**src/rtl/pulse_burst_gen.sv**
```systemverilog
// pulse_burst_gen: programmable pulse-train transmitter.
// A start request in IDLE launches a burst of `count` pulses, each
// max(high_cyc,1) cycles high and max(low_cyc,1) cycles low, with no
// trailing low phase, followed by a one-cycle done strobe.
// All outputs are decoded from registered state only.
module pulse_burst_gen #(
  parameter int CNT_W = 4,
  parameter int TIM_W = 8
) (
  input  logic             clk,
  input  logic             rst,
  input  logic             start,
  input  logic             abort,
  input  logic [CNT_W-1:0] count,
  input  logic [TIM_W-1:0] high_cyc,
  input  logic [TIM_W-1:0] low_cyc,
  output logic             pulse,
  output logic             busy,
  output logic             done,
  output logic [CNT_W-1:0] pulses_sent
);

  typedef enum logic [1:0] {
    S_IDLE = 2'd0,
    S_HIGH = 2'd1,
    S_LOW  = 2'd2,
    S_DONE = 2'd3
  } state_t;

  state_t           state_q, state_d;
  logic [CNT_W-1:0] count_q, count_d;
  logic [CNT_W-1:0] sent_q, sent_d;
  logic [TIM_W-1:0] high_q, high_d;
  logic [TIM_W-1:0] low_q, low_d;
  logic [TIM_W-1:0] timer_q, timer_d;
  logic [CNT_W-1:0] sent_inc;

  // The timer counts down the cycles remaining in the current phase and
  // is loaded with (length - 1); a zero length behaves as one cycle, so
  // the load value is 0 for both 0 and 1 and the timer never wraps.
  function automatic logic [TIM_W-1:0] phase_last(input logic [TIM_W-1:0] len);
    return (len == '0) ? '0 : len - TIM_W'(1);
  endfunction

  assign sent_inc = sent_q + CNT_W'(1);

  // State and datapath registers, cleared asynchronously.
  always_ff @(posedge clk or posedge rst) begin
    if (rst) begin
      state_q <= S_IDLE;
      count_q <= '0;
      sent_q  <= '0;
      high_q  <= '0;
      low_q   <= '0;
      timer_q <= '0;
    end else begin
      state_q <= state_d;
      count_q <= count_d;
      sent_q  <= sent_d;
      high_q  <= high_d;
      low_q   <= low_d;
      timer_q <= timer_d;
    end
  end

  // Next-state and datapath update; everything holds unless a case changes it.
  always_comb begin
    state_d = state_q;
    count_d = count_q;
    sent_d  = sent_q;
    high_d  = high_q;
    low_d   = low_q;
    timer_d = timer_q;
    unique case (state_q)
      S_IDLE: begin
        // abort in the same cycle as start cancels the request entirely
        if (start && !abort) begin
          count_d = count;
          high_d  = high_cyc;
          low_d   = low_cyc;
          sent_d  = '0;
          timer_d = phase_last(high_cyc);
          state_d = (count == '0) ? S_DONE : S_HIGH;
        end
      end
      S_HIGH: begin
        if (abort) begin
          // a partially emitted high phase is not counted
          state_d = S_IDLE;
          timer_d = '0;
        end else if (timer_q == '0) begin
          sent_d = sent_inc;
          if (sent_inc == count_q) begin
            state_d = S_DONE;
            timer_d = '0;
          end else begin
            state_d = S_LOW;
            timer_d = phase_last(low_q);
          end
        end else begin
          timer_d = timer_q - TIM_W'(1);
        end
      end
      S_LOW: begin
        if (abort) begin
          state_d = S_IDLE;
          timer_d = '0;
        end else if (timer_q == '0) begin
          state_d = S_HIGH;
          timer_d = phase_last(high_q);
        end else begin
          timer_d = timer_q - TIM_W'(1);
        end
      end
      S_DONE: begin
        // start is ignored here; the earliest restart is sampled in IDLE
        state_d = S_IDLE;
      end
      default: begin
        state_d = S_IDLE;
      end
    endcase
  end

  assign pulse       = (state_q == S_HIGH);
  assign busy        = (state_q == S_HIGH) || (state_q == S_LOW);
  assign done        = (state_q == S_DONE);
  assign pulses_sent = sent_q;

endmodule
```
**config.mk**
```make
export PLATFORM = sky130hd
export DESIGN_NAME = pulse_burst_gen
export DESIGN_NICKNAME = d
export VERILOG_FILES = /design/src/rtl/pulse_burst_gen.sv
export SDC_FILE = /design/constraint.sdc
export NUM_CORES = 1
export LEC_CHECK = 0
export ABC_CLOCK_PERIOD_IN_PS = 5950
export CAP_MARGIN = 10
export CORE_MARGIN = 2
export CORE_UTILIZATION = 34
export DETAILED_ROUTE_END_ITERATION = 10
export GPL_TIMING_DRIVEN = 0
export PLACE_DENSITY = 0.53
export SETUP_SLACK_MARGIN = 0.15
export SYNTH_ARGS = -nofsm -noshare
export SYNTH_HDL_FRONTEND = slang
export SYNTH_SLANG_ARGS = --single-unit
```
**constraint.sdc**
```tcl
create_clock -name clk -period 5.95 [get_ports clk]
set_clock_uncertainty 0.2 [all_clocks]
set_input_delay 1.19 -clock clk [delete_from_list [all_inputs] [get_ports clk]]
set_output_delay 1.19 -clock clk [all_outputs]
set_load 0.03 [all_outputs]
```
## Word-level counts from Yosys, hierarchy flattened

Cells that the tools add are included.

| cells by class | value |
|---|---|
| reduce and logical (&&, ||, !) cells | 15 |
| muxes and demuxes | 22 |
| add/sub/neg operators | 5 |
| eq/ne operators | 9 |

Operators by type and width:

| cell | number |
|---|---|
| $mux W8 | 9 |
| $logic_not A8 Y1 | 4 |
| $sub A8 B1 Y8 const B | 4 |
| $pmux W8 S3 | 1 |
| $mux W2 | 6 |
| $mux W4 | 3 |
| $pmux W2 S4 | 1 |
| $pmux W4 S2 | 1 |
| $add A4 B1 Y4 const B | 1 |
| $eq A2 B2 Y1 const B | 2 |
| $eq A4 B4 Y1 | 1 |
| $logic_not A4 Y1 | 1 |
| $ne A2 B2 Y1 const B | 2 |
| $reduce_and A2 Y1 | 2 |
| $reduce_and A4 Y1 | 1 |
| $ne A3 B2 Y1 const B | 1 |
| $ne A3 B3 Y1 const B | 1 |
| $reduce_and A3 Y1 | 1 |
| $reduce_bool A3 Y1 | 1 |
| $eq A2 B1 Y1 const B | 1 |
| $logic_not A2 Y1 | 1 |
| $ne A2 B1 Y1 const B | 1 |
| $reduce_bool A2 Y1 | 1 |
| $logic_and A1 B1 Y1 | 1 |
| 3 further kinds | 3 |

| storage, ports and cells | value |
|---|---|
| logic and storage cells | 57 |
| bits in registers | 34 |
| input bits | 24 |

## Longest topological paths before layout

| logic depth | value |
|---|---|
| depth after elaboration | 6 |
| mapped depth | 8 |

## Worst setup path before layout

Ideal clock, no wire load.

| timing | value |
|---|---|
| path type | input to register |
| start | in high_cyc[3] |
| end | reg timer_q[5] |
| library setup time | 0.129 ns |
| data required time | 5.621 ns |
| data arrival time | 2.524 ns |
| path slack | 3.097 ns |
| stages on the path | 6 |
| cell sequence | buf_2 -> or4_4 -> o31ai_2 -> a21oi_1 -> a2111oi_2 -> nor2_1 |

| between the ends | value |
|---|---|
| word-level cells in the longest chain between the ends | 4 |

RTL lines:

| item | RTL line | RTL |
|---|---|---|
| start, declared | 15 | `input logic [TIM_W-1:0] high_cyc,` |
| $sub A8 B1 Y8 / $logic_not A8 Y1 (equally long branches) | 42 | `return (len == '0) ? '0 : len - TIM_W'(1);` |
| $mux W8 * | 42 |  |
| $mux W8 * | 77 | `if (start && !abort) begin` |
| $pmux W8 S3 * | 74 | `unique case (state_q)` |
| end signal, assigned | 62 | `timer_q <= timer_d;` |
| end, declared | 35 | `logic [TIM_W-1:0] timer_q, timer_d;` |

Mark *: on every way between the ends. The rest lies on a longest branch, timed or not. The select of a mux whose other input is x is not followed.
A chain may end at the register's enable or synchronous reset.

## Worst setup path after layout

| timing | value |
|---|---|
| start | in abort |
| end | reg timer_q[6] |

| between the ends | value |
|---|---|
| word-level cells in the longest chain between the ends | 4 |

RTL lines:

| item | RTL line | RTL |
|---|---|---|
| start, declared | 13 | `input logic abort,` |
| $logic_not A1 Y1 | 77 |  |
| $logic_and A1 B1 Y1 | 77 |  |
| $ne A2 B2 Y1 (no line) | n/a |  |
| $reduce_and A2 Y1 (no line) | n/a |  |

Several ways; a longest one is shown, not always the timed one.

==> key figures <==
Status
  • Status: finished clean

Cells and area
  • Share of layout cells above drive strength 1: 15.2%
  • Area delta synth->final: 20.5%
  • N_diodes: 0
  • Final cell count without fillers: 385
  • Nets: 324

Timing
  • Endpoints failing hold: 0
  • Slew Limit Fails: 0
  • Min cycle time layout: 3.39 ns
  • Slew headroom: 50.1%
  • Peak Freq: 295 MHz
  • Final setup violation count: 0
  • RSZ-0062 raised after global routing: no
  • Period utilization: 56.9%
  • Setup TNS: 0 ns
  • Worst Tran Pin Value: 0.748 ns

CTS
  • Post-CTS Setup Bufs: 0
  • Hold buffer count at cts: 0
  • Htree depth: 2
  • Clock Latency Late Sink: 0.29 ns
  • Post-CTS sizing: 0
  • Maximum buffer depth of the clock tree: 2
  • Clk sink count: 34
  • Clk slew on worst S/H paths: 0.07 ns
  • CTS root buffer: clkbuf_8
  • Total CTS buffers: 5
  • CTS tree: yes

Placed design
  • Hpwl dp: 4.70 mm
  • Port Buf Inserts: 29
  • Placed cell count: 377
  • Gpl congestion: 0.902

Detailed routing
  • DRC: 0
  • ANT nets after route: 0
  • Via density: 5.35
  • Drt first pass iters: 4
  • DR vias: 2060
  • Avg WL per Cell: 15.9 um
  • Routed wire length: 6.11 mm
  • Iteration-0 DRC count of the detailed router: 93

GRT
  • Vias in the first global route: 1975
  • Grt total ovfl: 0
  • Total GRT Usage: 16.8%
  • First-pass GRT wire length: 9.96 mm
  • Largest net degree at the start of global routing: 35
  • Initial antenna violation count: 0

Synthesis
  • Synth Cell Area: 2440 um^2
  • Ranking of synthesized cells by area: dfrtp_1, mux2_2, ha_1, a21oi_1, xnor2_1
  • Register area share after synthesis: 34.8%
  • Post-synth ARST share: 100%
  • Post-synth top area share: 34.8%
  • Post-synth top area cell: dfrtp_1
  • EDFF count, synth: 0
  • Syn_nets: 288
  • Post-synth top cells: dfrtp_1, mux2_2, a21oi_1, inv_1, nor2_1
  • Count leader, synth: dfrtp_1
  • Post-synthesis cell type count: 59
  • Top FF cell, synth: dfrtp_1
  • Flop and latch count out of synthesis: 34
  • Gate Count Post-Synth: 252
  • Post-synthesis area per instance: 9.69 um^2
  • Synth warnings: 0

Setup path
  • Critical-path cell list: clkdlybuf4s50_1, nand3b_1, o21ai_1, clkbuf_1, nor2_1, a221oi_1
  • Worst path max stage delay: 0.53 ns
  • Crit path required time: 5.94 ns
  • Buf+Inv Stages, Crit Path: 2
  • Worst setup SP type: primary input
  • Endpoint kind of the worst setup timing path: flop
  • Crit path kind: primary input to flop
  • Slowest cell on crit path: clkdlybuf4s50_1
  • Top delay family on crit path: buffers and inverters
  • WP data arrival: 3.37 ns
  • Crit Path Max Fanout: 10

Pwr
  • P per Cell Area: 527 nW/um^2
  • Leakage: 1.15 nW
  • Max IR drop VDD: 0.000182 V

Floorplanning
  • Standard-cell row count: 30
  • Initial core utilization: 35.6%
  • Chip height: 88.8 um
  • Die ar.: 7880 um^2
  • DIE WIDTH: 88.8 um
  • Ports: 31
  • Core area: 6870 um^2

Worst hold path
  • Worst min path class: flop to flop

Run
  • Max Cap Violations: 0
-- cell type report --
class	instances	area (um^2)
repair buffers	29	290
flip-flops and latches	34	851
multi-input cells	192	1480
fillers	688	3930
clock buffers	7	86.3
inverters	19	71.3
clock inverters	1	5.00
well taps	96	120
plain buffers	7	40.0
-- metal layers --
| layer | up-vias | global-route usage [%] | wire, um |
|---|---|---|---|
| met3 | 11 | 2.61 | 224 |
| met4 | 0 | 6.47 | 136 |
| met2 | 50 | 26.6 | 2870 |
| met5 | - | 0 | 0 |
| met1 | 993 | 23.1 | 2870 |
| li1 | 1006 | - | - |
-- where the power goes --
group | switching [mW] | internal [mW]
logic | 0.485 | 0.401
registers | 0.139 | 0.346
clock network | 0.0859 | 0.0934
-- logic make-up after synthesis --
group | after synthesis | share of synthesized area [%]
buffers and inverters | 26 | 4.56
muxes | 21 | 9.58
and+or+nand+nor | 68 | 16.2
AOI/OAI and AO/OA | 72 | 21.3
xor gates and xnor gates | 19 | 7.43
adders and majority gates | 12 | 6.15
DFF | 34 | 34.8
-- cell usage in the layout (no fill, tap or decap), types with 5 or more instances in the layout --
cell and n:
nor2_1 15, o21ai_0 13, ha_1 12, dfrtp_1 34
clkdlybuf4s50_1 29, xor2_1 8, nor3_1 7, clkbuf_8 7
or4_1 5, a21oi_1 18, nand2_1 12, mux2_2 19
o22ai_1 5, inv_1 17, xnor2_1 10
-- worst reg2reg max path, cell delays in order (launching register included) --
cell and delay (ns):
dfrtp_1 0.41, inv_1 0.09, ha_1 0.41, clkinv_1 0.30, o21ai_1 0.62, clkbuf_1 0.42
nor2_1 0.08, a221oi_1 0.23
-- final timing paths --
| check | startpoint | cells after the start | slack, ns | to |
|---|---|---|---|---|
| hold reg to reg | count_q[2] | 1 | 0.32 | count_q[2] |
| min in group asynchronous | rst | 2 | 1.15 | low_q[1] |
| hold / removal | count_q[2] | 1 | 0.32 | count_q[2] |
| max in group asynchronous | rst | 2 | 3.91 | count_q[2] |
| setup / recovery | abort | 6 | 2.56 | timer_q[6] |
| setup reg to reg | state_q[0] | 7 | 3.09 | timer_q[6] |
-- state kept, by name, summed over array words and instances (netlist names) --
signal and flops:
count_q 4, high_q 8, low_q 8, pulses_sent 4, state_q 2, timer_q 8
-- stage by stage --
stage | area [um^2] | hold WS (ns) | setup WS, ns | power [mW] | util, %
finish | 2940 | 0.322 | 2.56 | 1.55 | 42.9
global route | 2940 | 0.341 | 2.32 | 1.69 | 42.9
CTS | 2940 | 0.322 | 2.58 | 1.56 | 42.9
detailed placement | 2850 | 0.306 | 2.25 | 1.38 | 41.5
global placement | 2850 | 0.292 | 2.27 | 1.36 | 41.5
floorplan | 2440 | 0.281 | 3.10 | 1.13 | -
(Power assumes the default switching activity.)
